File: src/rtl/seq_div.sv
// Sequential signed divider: a 2*WIDTH-bit dividend divided by a WIDTH-bit divisor.
// It performs radix-2 restoring division on the magnitudes and produces one quotient
// bit per cycle. The quotient truncates toward zero, and the remainder takes the sign
// of the dividend.
module seq_div #(
    parameter int unsigned WIDTH = 16
) (
    input  logic                 clk_i,
    input  logic                 rst_i,
    input  logic                 start_i,
    input  logic [2*WIDTH-1:0]   dividend_i,
    input  logic [WIDTH-1:0]     divisor_i,
    output logic                 busy_o,
    output logic                 done_o,
    output logic [WIDTH-1:0]     quotient_o,
    output logic [WIDTH-1:0]     remainder_o,
    output logic                 div_by_zero_o,
    output logic                 overflow_o
);

    localparam int unsigned       CntW    = (WIDTH > 1) ? $clog2(WIDTH) : 1;
    localparam logic [CntW-1:0]   CntLast = CntW'(WIDTH - 1);
    localparam logic [WIDTH-1:0]  QPosMax = {1'b0, {(WIDTH-1){1'b1}}};
    localparam logic [WIDTH-1:0]  QNegMax = {1'b1, {(WIDTH-1){1'b0}}};

    typedef enum logic [1:0] {StIdle, StLoad, StIter, StFix} state_e;

    state_e state_q, state_d;

    // Operands as sampled at the accept edge
    logic [2*WIDTH-1:0] dvd_q;
    logic [WIDTH-1:0]   dvs_q;
    logic               qneg_q;
    logic               rneg_q;

    // Iteration datapath
    logic [WIDTH-1:0]   lo_q;     // low dividend bits still to be shifted in, MSB first
    logic [WIDTH-1:0]   rem_q;    // partial remainder
    logic [WIDTH-1:0]   quo_q;    // unsigned quotient being built
    logic [WIDTH:0]     udvs_q;   // |divisor|, one extra bit so that -2^(W-1) fits
    logic [CntW-1:0]    cnt_q;
    logic               div0_q;
    logic               ovf_q;

    // Registered results
    logic               done_q;
    logic [WIDTH-1:0]   quotient_q;
    logic [WIDTH-1:0]   remainder_q;
    logic               div_by_zero_q;
    logic               overflow_q;

    logic [2*WIDTH-1:0] abs_dvd;
    logic [WIDTH:0]     dvs_ext;
    logic [WIDTH:0]     abs_dvs;
    logic               load_div0;
    logic               load_ovf;
    logic [WIDTH:0]     shifted;
    logic               geq;
    logic [WIDTH-1:0]   diff;
    logic               fix_ovf;
    logic               fix_bad;
    logic [WIDTH-1:0]   q_signed;
    logic [WIDTH-1:0]   r_signed;

    // Datapath combinational helpers for each phase
    always_comb begin
        abs_dvd   = dvd_q[2*WIDTH-1] ? -dvd_q : dvd_q;
        dvs_ext   = {dvs_q[WIDTH-1], dvs_q};
        abs_dvs   = dvs_ext[WIDTH] ? -dvs_ext : dvs_ext;
        load_div0 = (dvs_q == '0);
        load_ovf  = ({1'b0, abs_dvd[2*WIDTH-1:WIDTH]} >= abs_dvs);
        shifted   = {rem_q, lo_q[WIDTH-1]};
        geq       = (shifted >= udvs_q);
        // When geq holds, the true difference is below |divisor| <= 2^(W-1), so W bits suffice.
        diff      = shifted[WIDTH-1:0] - udvs_q[WIDTH-1:0];
        fix_ovf   = qneg_q ? (quo_q > QNegMax) : (quo_q > QPosMax);
        fix_bad   = div0_q | ovf_q | fix_ovf;
        q_signed  = qneg_q ? -quo_q : quo_q;
        r_signed  = rneg_q ? -rem_q : rem_q;
    end

    // FSM next-state logic
    always_comb begin
        state_d = state_q;
        unique case (state_q)
            StIdle:  if (start_i) state_d = StLoad;
            StLoad:  state_d = StIter;
            StIter:  if (cnt_q == CntLast) state_d = StFix;
            StFix:   state_d = StIdle;
            default: state_d = StIdle;
        endcase
    end

    // FSM state register
    always_ff @(posedge clk_i) begin
        if (rst_i) begin
            state_q <= StIdle;
        end else begin
            state_q <= state_d;
        end
    end

    // Operand capture, iteration, sign fix-up and result registers
    always_ff @(posedge clk_i) begin
        if (rst_i) begin
            dvd_q         <= '0;
            dvs_q         <= '0;
            qneg_q        <= 1'b0;
            rneg_q        <= 1'b0;
            lo_q          <= '0;
            rem_q         <= '0;
            quo_q         <= '0;
            udvs_q        <= '0;
            cnt_q         <= '0;
            div0_q        <= 1'b0;
            ovf_q         <= 1'b0;
            done_q        <= 1'b0;
            quotient_q    <= '0;
            remainder_q   <= '0;
            div_by_zero_q <= 1'b0;
            overflow_q    <= 1'b0;
        end else begin
            done_q <= 1'b0;
            case (state_q)
                StIdle: begin
                    if (start_i) begin
                        dvd_q         <= dividend_i;
                        dvs_q         <= divisor_i;
                        qneg_q        <= dividend_i[2*WIDTH-1] ^ divisor_i[WIDTH-1];
                        rneg_q        <= dividend_i[2*WIDTH-1];
                        quotient_q    <= '0;
                        remainder_q   <= '0;
                        div_by_zero_q <= 1'b0;
                        overflow_q    <= 1'b0;
                    end
                end
                StLoad: begin
                    lo_q   <= abs_dvd[WIDTH-1:0];
                    rem_q  <= abs_dvd[2*WIDTH-1:WIDTH];
                    udvs_q <= abs_dvs;
                    quo_q  <= '0;
                    cnt_q  <= '0;
                    div0_q <= load_div0;
                    ovf_q  <= !load_div0 && load_ovf;
                end
                StIter: begin
                    // Always runs the full WIDTH steps, even when flagged, to keep latency fixed
                    lo_q  <= lo_q << 1;
                    rem_q <= geq ? diff : shifted[WIDTH-1:0];
                    quo_q <= {quo_q[WIDTH-2:0], geq};
                    cnt_q <= cnt_q + 1'b1;
                end
                StFix: begin
                    quotient_q    <= fix_bad ? '0 : q_signed;
                    remainder_q   <= fix_bad ? '0 : r_signed;
                    div_by_zero_q <= div0_q;
                    overflow_q    <= !div0_q && (ovf_q || fix_ovf);
                    done_q        <= 1'b1;
                end
                default: ;
            endcase
        end
    end

    assign busy_o        = (state_q != StIdle);
    assign done_o        = done_q;
    assign quotient_o    = quotient_q;
    assign remainder_o   = remainder_q;
    assign div_by_zero_o = div_by_zero_q;
    assign overflow_o    = overflow_q;

endmodule
File: config.mk
export PLATFORM = sky130hd
export DESIGN_NAME = seq_div
export DESIGN_NICKNAME = d
export VERILOG_FILES = /design/src/rtl/seq_div.sv
export SDC_FILE = /design/constraint.sdc
export NUM_CORES = 1
export LEC_CHECK = 0
export BUFFER_PORTS_ARGS = -buffer_cell sky130_fd_sc_hd__buf_2
export CORE_UTILIZATION = 45
export CTS_CLUSTER_DIAMETER = 100
export DETAILED_ROUTE_END_ITERATION = 10
export PLACE_DENSITY_LB_ADDON = 0.1
export SYNTH_ARGS = -nofsm -noshare
export SYNTH_HDL_FRONTEND = slang
export SYNTH_SLANG_ARGS = --single-unit
export TNS_END_PERCENT = 30
File: constraint.sdc
create_clock -name clk_i -period 5.3 [get_ports clk_i]
set_clock_uncertainty 0.2 [all_clocks]
set_input_delay 0 -clock clk_i [delete_from_list [all_inputs] [get_ports clk_i]]
set_output_delay 0 -clock clk_i [all_outputs]
set_load 0.005 [all_outputs]
# After elaboration in Yosys (flattened, before gate mapping)

Cells that the tools add are included.
Widths: inputs -> output; s select.

Reductions and logical operators: 13
Order comparisons: 4
Equal/unequal tests: 6
Add/subtract/negate cells: 6
Bitwise gates (word level): 3
Mux-type cells: 22

Operator list:

| cell                 | number |
|---|---|
| $pmux 16 s2          | 5 |
| $mux 16              | 6 |
| $mux 32              | 1 |
| $neg 16->16          | 2 |
| $neg 32->32          | 1 |
| $ge 16x17->1         | 1 |
| $ge 17x17->1         | 1 |
| $mux 17              | 1 |
| $neg 17->17          | 1 |
| $gt 16x15->1 const B | 1 |
| $gt 16x16->1 const B | 1 |
| $logic_not 16->1     | 1 |
| $sub 16x16->16       | 1 |
| $pmux 2 s4           | 1 |
| $pmux 4 s2           | 1 |
| $reduce_and 2->1     | 3 |
| $reduce_bool 2->1    | 3 |
| $add 4x1->4 const B  | 1 |
| $eq 2x2->1 const B   | 2 |
| $eq 4x4->1 const B   | 1 |
| $mux 2               | 2 |
| $ne 2x2->1 const B   | 2 |
| $pmux 1 s2           | 2 |
| $mux 1               | 3 |
| 7 further kinds      | 10 |

Output and inout bits: 36
Register bits: 158
Word-level logic and storage cells: 71
Bits of input ports: 51

# Depth between registers and ports, before layout

Gate-level depths: netlist of run 1.

Word-level depth: 5
Gate-level depth with buffers: 16
Gate-level depth less buffers: 15

# Worst setup path before layout of run 1

No wires, ideal clock.

Kind: flip-flop to flip-flop
From: register dvd_q[13]
To: register ovf_q
Stages on the path, launching flop included: 15
Setup time: 0.132 ns
Required time: 4.968 ns
Clock period less this slack: 3.432 ns
Setup slack: 1.868 ns
Arrival time: 3.099 ns
Path buffers: 1
Cell sequence: dfxtp_1 or4_1 or2_1 or2_2 clkbuf_1 o31ai_1 xnor2_1 ha_1 o21a_1 o21a_1 o21ai_0 a21oi_1 a221oi_1 a211o_1 a21oi_1

Word-level cells in the longest chain between the ends: 4

RTL lines:

| what                   | line | text |
|---|---|---|
| start, declared        | 31   | `logic [2*WIDTH-1:0] dvd_q;` |
| start signal, assigned | 127  | `dvd_q <= dividend_i;` |
| $neg 32->32            | 67   | `abs_dvd = dvd_q[2*WIDTH-1] ? -dvd_q : dvd_q;` |
| $mux 32                | 67   |  |
| $ge 16x17->1           | 71   | `load_ovf = ({1'b0, abs_dvd[2*WIDTH-1:WIDTH]} >= abs_dvs);` |
| $logic_and 1x1->1      | 144  | `ovf_q <= !load_div0 && load_ovf;` |
| end signal, assigned   | 144  |  |
| end, declared          | 43   | `logic ovf_q;` |

Every way passes these cells.
A chain may end at the register's enable or synchronous reset.

# Worst setup path after layout of run 1

From: register dvd_q[2]
To: register ovf_q

Same word-level chain as after synthesis.

==> results of run 1 <==
-- logic make-up (layout without fill, tap and decap cells) --
logic type | Yosys count | count (layout) | synth area share [%]
multiplexers | 27 | 27 | 3.11
AO/OA/AOI/OAI | 283 | 283 | 21.0
AND/OR/NAND/NOR | 396 | 396 | 20.5
adder cells (fa/ha/maj) | 43 | 43 | 6.28
flip-flops | 157 | 157 | 36.2
buffers and inverters | 107 | 216 | 4.74
XOR/XNOR | 81 | 81 | 8.17
-- sequential cells by signal, summed over array words and instances, names as in the netlist --
name           cells
dvs_q             16
state_q            2
qneg_q             1
ovf_q              1
rem_q             16
lo_q              16
overflow_o         1
done_o             1
quo_q             16
dvd_q             32
remainder_o       16
udvs_q            17
div_by_zero_o      1
quotient_o        16
div0_q             1
cnt_q              4
-- layout make-up --
class	count	area [µm²]	area share, %
Tap cell	260	325	3.13
Multi-Input combinational cell	830	5140	49.5
Sequential cell	157	3140	30.3
Clock inverter	11	154	1.48
Clock buffer	21	470	4.53
Inverter	39	146	1.41
Timing Repair Buffer	145	1000	9.64
-- placed cells by master, fill, tap and decap left out, drive strengths merged, types with 7 or more instances in the layout --
cell,instances
dfxtp,157
nor3,12
nor4,8
a211oi,26
nand2,176
nor2,106
buf,95
ha,42
o41ai,14
or4,10
xor2,31
or3,10
xnor2,50
o21ai,52
nand3,33
a21o,8
mux2i,27
o31ai,22
a22oi,34
nand2b,10
nor2b,7
a21oi,87
inv,42
clkbuf,21
dlygate4sd3,50
-- metrics by stage --
stage	setup WS [ns]	util, %	power [W]	cells
floorplan	1.87	-	0.00400	1094
global placement	1.59	49.2	0.00469	1381
detailed placement	1.53	49.2	0.00470	1381
CTS	1.48	55.1	0.00605	1463
global route	1.11	55.1	0.00650	1463
finish	1.46	55.1	0.00605	1463
-- path summary, 6_finish.rpt --
check	slack, ns	cells after the start	to
worst min register to register	0.25	2	udvs_q[16]
worst min-delay path	0.14	4	dvs_q[0]
worst max register to register	1.46	13	ovf_q
worst max-delay path	1.46	13	ovf_q
-- power breakdown --
part	switching (W)	internal [W]
Combinational	0.00188	0.00122
Sequential	0.000260	0.00138
Clock	0.000524	0.000785
Total	0.00266	0.00339
-- worst max-delay path, stage by stage (launching register included) --
cell      delay [ns]
dfxtp_1         0.35
nor4_1          0.56
nand2_1         0.32
or3_1           0.48
o21ai_0         0.23
xnor2_1         0.18
ha_1            0.28
o21a_1          0.19
o21a_1          0.16
o21ai_0         0.16
a21oi_1         0.11
a221oi_1        0.25
a211o_1         0.16
a21oi_1         0.06
-- synth_stat cells (3+ instances only) --
library cell and count:
a211o_1 3, a211oi_1 26, a21o_1 8, a21oi_1 87
a22oi_1 34, a31oi_1 3, a32oi_1 6, and3_1 4
buf_1 4, buf_2 5, clkbuf_1 58, dfxtp_1 157
ha_1 42, inv_1 39, mux2i_1 27, nand2_1 176
nand2b_1 10, nand3_1 33, nand4_1 4, nor2_1 106
nor2b_1 7, nor3_1 12, nor3b_1 3, nor4_1 7
o21a_1 6, o21ai_0 52, o31ai_1 22, o41ai_1 14
or2_2 5, or3_1 10, or4_1 7, or4_4 3
xnor2_1 50, xor2_1 31
-- routing by layer --
layer | GRT usage [%] | routed length, µm
met1 | 32.8 | 11400
met2 | 36.2 | 9880
met3 | 3.67 | 813
met4 | 6.52 | 263
met5 | 0 | 0
-- repair_timing --
item	4_1_cts	5_1_grt
endpoints found under the hold margin	80	0
hold buffers	50	0
setup endpoints to repair	0	0
==> impl_metrics.json, run 1 <==
{
  "synthDistinctLibCells": 59,
  "end_kind": "register",
  "syn_avg_cell_area_um2": 7.94,
  "relSlewSlack_pct": 28.5,
  "via_count": 7877,
  "drc": 0,
  "post_cts_buffers": 0,
  "required_ns": 5.39,
  "final.min_clock_period_ns": 3.84,
  "critPathLaunch": "dvd_q[2]",
  "cts.sinks": 157,
  "gr-total-overflow": 0,
  "holdCritStartpoint": "divisor_i[0]",
  "wire_per_inst_um": 15.3,
  "wl_um": 22300,
  "drive_gt1_share_pct": 11.6,
  "clkLatencyLatePin_ns": 0.43,
  "final_max_slew_viol_count": 0,
  "die_h_um": 141,
  "synth_seq_cells": 157,
  "synthCells": 1094,
  "final_nets": 1284,
  "cts_resized": 0,
  "critPathKind": "register to register",
  "gp_congestion": 0.892,
  "design_area_mm2": 0.0104,
  "antenna_cells": 0,
  "p_leak_nw": 4.10,
  "fp.dieArea_mm2": 0.0199,
  "area_delta_synth_final_pct": 19.5,
  "fp-row-count": 50,
  "initial_core_util_pct": 46.1,
  "fp.dieW_um": 141,
  "cp_max_fo": 8,
  "clockBufferDepth": 2,
  "path_clk_slew_ns": 0.07,
  "startpoint_type": "register",
  "coreArea_mm2": 0.0188,
  "dpl-instance-area_mm2": 0.00926,
  "synth_area_mm2": 0.00869,
  "dr.pass1.iters": 5,
  "setup_viol_count_final": 0,
  "viasPerCell": 5.38,
  "worst_pin_slew_ns": 1.07,
  "ys_seq_area_share_pct": 36.2,
  "ant_nets": 0,
  "nFillCells": 1817,
  "hold_viol": 0,
  "initialDrtViolationCount": 533,
  "post-route-period-util_pct": 72.4,
  "grt_max_degree": 73,
  "syn_nets": 1188,
  "synth_flop_cell": "dfxtp_1",
  "setup_tns_ns": 0,
  "port_buffers": 86,
  "fin_hold_ws_ns": 0.144,
  "io_pins": 87,
  "antenna_found_initial": 0,
  "worst_hold_path_type": "input pin to register",
  "synth_edf_count": 0,
  "status": "completed",
  "r2r_start": "dvd_q[2]",
  "ys_warn_count": 0,
  "fmax_mhz": 260,
  "dp_hpwl_um": 15400,
  "grt_pass1_wl_um": 36600,
  "htree_levels": 4,
  "grt.total_usage_pct": 23.1,
  "vdd_drop_max_uv": 295,
  "async_reset_ff_share_pct": 0,
  "cts_buffers": 17,
  "cts_tree": "yes",
  "max_cap_violations": 0,
  "yosysTopAreaCell": "dfxtp_1",
  "rsz0062_at_grt": "no",
  "power_density_mw_per_mm2": 583,
  "cp.arrival_ns": 3.93,
  "cts_root_buf": "clkbuf_16",
  "synth_top_area_share_pct": 36.2,
  "synth.area.top_cells": "dfxtp_1, nand2_1, ha_1",
  "grt_pass1_vias": 7082
}
No activity file was read; power rests on OpenSTA's default activity.
==> inputs of run 2 (changes only) <==
==> constraint.sdc (replaced) <==
create_clock -name clk_i -period 4 [get_ports clk_i]
set_clock_uncertainty 0.2 [all_clocks]
set_input_delay 0 -clock clk_i [delete_from_list [all_inputs] [get_ports clk_i]]
set_output_delay 0 -clock clk_i [all_outputs]
set_load 0.005 [all_outputs]
==> run 2 against run 1 <==
Against the previous run:
- total power is 33% higher
- clock power increased by 29%
- hold slack better by 0.0029 ns
- design area rose by 0.76%
- utilization increased by 0.42 points
- via count is 0.33% higher
- fmax grew 3.9%
- cell count is 0.89% higher
- global-route usage shrank 0.15 points
- critical path type unchanged
- largest cell class unchanged
- setup slack worse by 1.2 ns
==> impl_metrics.json, run 2 (synthesized netlist as in run 1, its figures left out) <==
{
  "place_ws_ns": 0.299,
  "drc": 0,
  "vdd_drop_max_uv": 386,
  "end_kind": "register",
  "critPathMaxStageDelay_ns": 0.54,
  "grt_pass1_wl_um": 36600,
  "dp_hpwl_um": 15700,
  "startpoint_type": "register",
  "via_count": 7903,
  "required_ns": 4.09,
  "drive_gt1_share_pct": 12.3,
  "ant_nets": 0,
  "largest_reg_flops": 32,
  "critPathKind": "register to register",
  "grt_max_degree": 60,
  "die_h_um": 141,
  "antenna_cells": 0,
  "p_total_w": 0.00807,
  "relSlewSlack_pct": 39.0,
  "wire_per_inst_um": 15.2,
  "fin_ws_ns": 0.303,
  "path_cells": "or4_1 > or2_1 > or3_1 > o21ai_1 > xnor2_1 > ha_1 > o21a_1 > o21a_1 > o21ai_0 > a21oi_1 > a221oi_1 > a211o_1 > a21oi_1",
  "fmax_mhz": 271,
  "nFillCells": 1796,
  "largest_registers": "dvd_q: 32 flops, udvs_q: 17 flops",
  "antenna_found_initial": 0,
  "cts_buffers": 17,
  "power_density_mw_per_mm2": 771,
  "fp.dieArea_mm2": 0.0199,
  "setup_viol_count_final": 0,
  "post_cts_buffers": 0,
  "cp.arrival_ns": 3.79,
  "p_leak_nw": 4.15,
  "regToRegSetupSlack_ns": 0.30,
  "fp.dieW_um": 141,
  "io_pins": 87,
  "gp_congestion": 0.910,
  "grt.total_usage_pct": 23.0,
  "htree_levels": 4,
  "final_max_slew_viol_count": 0,
  "gr-total-overflow": 0,
  "clkLatencyLatePin_ns": 0.43,
  "wl_um": 22500,
  "slowest_stage": "or4_1",
  "hold_viol": 0,
  "dpl-instance-area_mm2": 0.00935,
  "clockBufferDepth": 2,
  "cts.sinks": 157,
  "max_cap_violations": 0,
  "port_buffers": 86,
  "initialDrtViolationCount": 521,
  "dr.pass1.iters": 5,
  "fp-row-count": 50,
  "setup_tns_ns": 0,
  "rsz0062_at_grt": "no",
  "coreArea_mm2": 0.0188,
  "top_register": "dvd_q",
  "initial_core_util_pct": 46.1,
  "path_clk_slew_ns": 0.07,
  "fin_hold_ws_ns": 0.147,
  "worst_hold_path_type": "input pin to register",
  "final_nets": 1297,
  "area_delta_synth_final_pct": 20.4,
  "final.min_clock_period_ns": 3.70,
  "mostFrequentLayoutCells": "nand2_1, dfxtp_1, nor2_1, a21oi_1, buf_2",
  "layout_commonest_cell": "nand2_1",
  "cp_max_fo": 6,
  "cts_root_buf": "clkbuf_16",
  "post-route-period-util_pct": 92.4,
  "cts_tree": "yes",
  "grt_pass1_vias": 7220,
  "worst_pin_slew_ns": 0.914,
  "design_area_mm2": 0.0105,
  "status": "completed",
  "viasPerCell": 5.35
}
run 2: changes by cell type in the layout (fill, tap and decap cells not counted):
| cell | previous run | this run |
|---|---|---|
| clkinvlp_4 | 2 | 1 |
| buf_4 | 10 | 23 |
| clkinv_4 | 2 | 3 |
| clkbuf_8 | 3 | 1 |
| clkbuf_1 | 1 | 3 |
| o21ai_0 | 52 | 51 |
| o21ai_1 | 0 | 1 |
run 2: timing repair:
action                                 CTS  global route
endpoints found under the hold margin   80             0
resized for setup                        0             1
hold buffers                            50             0
setup endpoints to repair                0             1
run 2: power by group:
part	switching, W	total, W	internal, W	leakage, nW
combinational	0.00254	0.00424	0.00170	2.59
clock	0.000678	0.00169	0.00101	0.293
sequential	0.000311	0.00214	0.00183	1.28
run 2: layer usage:
| layer | vias up | track usage [%] | routed length [µm] |
|---|---|---|---|
| met4 | 0 | 7.78 | 460 |
| li1 | 4079 | - | - |
| met3 | 40 | 3.80 | 904 |
| met1 | 3586 | 32.1 | 11400 |
| met2 | 198 | 35.8 | 9730 |
| met5 | - | 0 | 0 |
run 2: worst paths after layout:
check                                     from    endpoint  cells past startpoint
worst max-delay path                 dvd_q[13]       ovf_q                     13
worst min-delay path            dividend_i[26]   dvd_q[26]                      4
worst max register to register       dvd_q[13]       ovf_q                     13
worst min register to register      udvs_q[16]  udvs_q[16]                      2
run 2: metrics by stage:
step | utilization [%] | std cells
floorplan | - | 1094
global placement | 49.7 | 1394
detailed placement | 49.7 | 1394
CTS | 55.5 | 1476
global route | 55.5 | 1476
finish | 55.5 | 1476
run 2: worst max-delay path: cells and delay by family (launching register included):
family / cells / cell delay, ns
adder cells (fa/ha/maj): 1 / 0.28
flip-flops: 1 / 0.35
AND/OR/NAND/NOR: 3 / 1.25
AO/OA/AOI/OAI: 8 / 1.28
XOR/XNOR: 1 / 0.18
run 2: final cells by class:
type	count	area [µm²]	area share, %
sequential	157	3140	30.0
multi-input combinational	830	5140	49.2
clock inverter	11	155	1.48
clock buffer	21	450	4.31
tap	260	325	3.11
inverter	39	146	1.40
timing repair buffer	158	1100	10.5
==> inputs of run 3 (changes only) <==
--- a/config.mk
+++ b/config.mk
@@ -9,7 +9,8 @@
 export CORE_UTILIZATION = 45
 export CTS_CLUSTER_DIAMETER = 100
 export DETAILED_ROUTE_END_ITERATION = 10
-export PLACE_DENSITY_LB_ADDON = 0.1
+export MAX_ROUTING_LAYER = met4
+export PLACE_DENSITY_LB_ADDON = 0.05
 export SYNTH_ARGS = -nofsm -noshare
 export SYNTH_HDL_FRONTEND = slang
 export SYNTH_SLANG_ARGS = --single-unit
==> run 3 against run 2 <==
Against the previous run:
- design area shrank 0.74%
- setup slack lost 0.062 ns
- sequential power is essentially flat
- total power shrank 1.9%
- highest routed layer unchanged
- wire length grew 1.2%
- utilization shrank 0.41 points
- cell count shrank 0.20%
==> impl_metrics.json, run 3 (synthesized netlist as in run 1, its figures left out) <==
{
  "power.internal_w": 0.00434,
  "r2r_start": "dvd_q[13]",
  "hold_viol": 0,
  "seq_power_share_pct": 27.0,
  "clkLatencyLatePin_ns": 0.44,
  "vdd_drop_max_uv": 445,
  "viasPerCell": 5.38,
  "grt_pass1_vias": 7160,
  "ctsHoldBuffers": 50,
  "fp.dieW_um": 141,
  "port_buffers": 86,
  "drc": 0,
  "initial_core_util_pct": 46.1,
  "ant_nets": 0,
  "io_pins": 87,
  "cts_root_buf": "clkbuf_16",
  "nFillCells": 1827,
  "fmax_mhz": 266,
  "p_sw_share_pct": 45.2,
  "cts_resized": 0,
  "largest_reg_flops": 32,
  "grt_pass1_wl_um": 37000,
  "cts.sinks": 157,
  "post-route-period-util_pct": 94.0,
  "area_delta_synth_final_pct": 19.5,
  "met2_usage_pct": 35.9,
  "layout_commonest_cell": "nand2_1",
  "largest_registers": "dvd_q: 32 flops, udvs_q: 17 flops",
  "via_count": 7925,
  "mostFrequentLayoutCells": "nand2_1, dfxtp_1, nor2_1, a21oi_1, buf_2",
  "critPathMaxStageDelay_ns": 0.55,
  "dr.pass1.iters": 6,
  "wire_per_inst_um": 15.4,
  "fp-row-count": 50,
  "p_total_w": 0.00791,
  "required_ns": 4.08,
  "rsz0062_at_grt": "no",
  "path_clk_slew_ns": 0.07,
  "multi_input_area_mm2": 0.00514,
  "antenna_found_initial": 0,
  "p_leak_nw": 4.11,
  "initialDrtViolationCount": 512,
  "cts_buffers": 17,
  "grt.busiest_layer": "met2",
  "slowest_stage": "or4_1",
  "clockBufferDepth": 2,
  "worst_hold_path_type": "input pin to register",
  "grt_max_degree": 80,
  "cp.arrival_ns": 3.84,
  "critPathKind": "register to register",
  "final_core_util_pct": 55.1,
  "met1_usage_pct": 34.3,
  "power_density_mw_per_mm2": 762,
  "pwr-share-clk_pct": 19.5,
  "grt_use_met3_pct": 3.97,
  "wl_um": 22700,
  "coreArea_mm2": 0.0188,
  "htree_levels": 4,
  "fp.dieArea_mm2": 0.0199,
  "gp_congestion": 0.909,
  "design_area_mm2": 0.0104,
  "end_kind": "register",
  "startpoint_type": "register",
  "power.switching_w": 0.00357,
  "die_h_um": 141,
  "status": "completed",
  "holdCritStartpoint": "dividend_i[6]",
  "antenna_cells": 0,
  "cts_tree": "yes",
  "max_cap_violations": 0,
  "final_max_slew_viol_count": 0,
  "setup_viol_count_final": 0,
  "gr-total-overflow": 0,
  "pwr-share-comb_pct": 53.5,
  "critPathLaunch": "dvd_q[13]",
  "regArea_mm2": 0.00314,
  "dp_hpwl_um": 15900,
  "grt.total_usage_pct": 24.3,
  "post_cts_buffers": 0,
  "setup_tns_ns": 0,
  "cp_max_fo": 6,
  "path_cells": "or4_1 > or2_1 > or3_1 > o21ai_0 > xnor2_1 > ha_1 > o21a_1 > o21a_1 > o21ai_0 > a21oi_1 > a221oi_1 > a211o_1 > a21oi_1",
  "final.min_clock_period_ns": 3.76,
  "final_nets": 1294,
  "fin_hold_ws_ns": 0.146,
  "worst_pin_slew_ns": 0.919,
  "top_register": "dvd_q",
  "dpl-instance-area_mm2": 0.00933,
  "relSlewSlack_pct": 38.7,
  "drive_gt1_share_pct": 12.3
}
[run 3: changes by cell type in the layout (fill, tap and decap cells not counted)]
cell | before | now
buf_4 | 23 | 20
bufinv_16 | 3 | 0
clkbuf_1 | 3 | 1
clkinv_2 | 1 | 2
clkinvlp_4 | 1 | 3
inv_8 | 0 | 2
o21ai_0 | 51 | 52
o21ai_1 | 1 | 0
[run 3: worst paths after layout]
path | slack, ns | cells past startpoint | end
max | 0.24 | 13 | ovf_q
min | 0.15 | 4 | dvd_q[6]
max reg2reg | 0.24 | 13 | ovf_q
min reg2reg | 0.25 | 2 | udvs_q[16]
[run 3: metrics by stage]
| step | instances | setup slack (ns) |
|---|---|---|
| floorplan | 1094 | 0.568 |
| global placement | 1391 | 0.345 |
| finish | 1473 | 0.241 |
| global route | 1473 | 0.0686 |
| CTS | 1473 | 0.290 |
| detailed placement | 1391 | 0.306 |
[run 3: worst max-delay path: cells and delay by family, from the launching register on]
family          cells  cell delay (ns)
fa+ha+maj           1             0.28
simple gates        3             1.27
compound gates      8             1.31
xor+xnor            1             0.19
flops               1             0.36
[run 3: layer usage]
metal	vias up	wire, µm	share of wire [%]
met3	21	1060	4.6
met1	3624	11600	51
met2	208	9850	43
li1	4072	-	-
met5	-	0	0
met4	0	212	0.93
[run 3: area by class of cell]
class,instances,area share (%)
multi-input combinational,830,49.5
sequential,157,30.3
timing repair buffer,155,10.4
clock buffer,19,4.27
tap,260,3.13
inverter,39,1.41
clock inverter,13,1.04
[run 3: power groups by stage]
stage	Clock (W)	Sequential (W)	Combinational (W)
after floorplan	0	0.00207	0.00324
after global placement	0	0.00216	0.00417
after detailed placement	0	0.00217	0.00416
after CTS	0.00157	0.00213	0.00421
after global routing	0.00165	0.00218	0.00466
final	0.00155	0.00214	0.00423
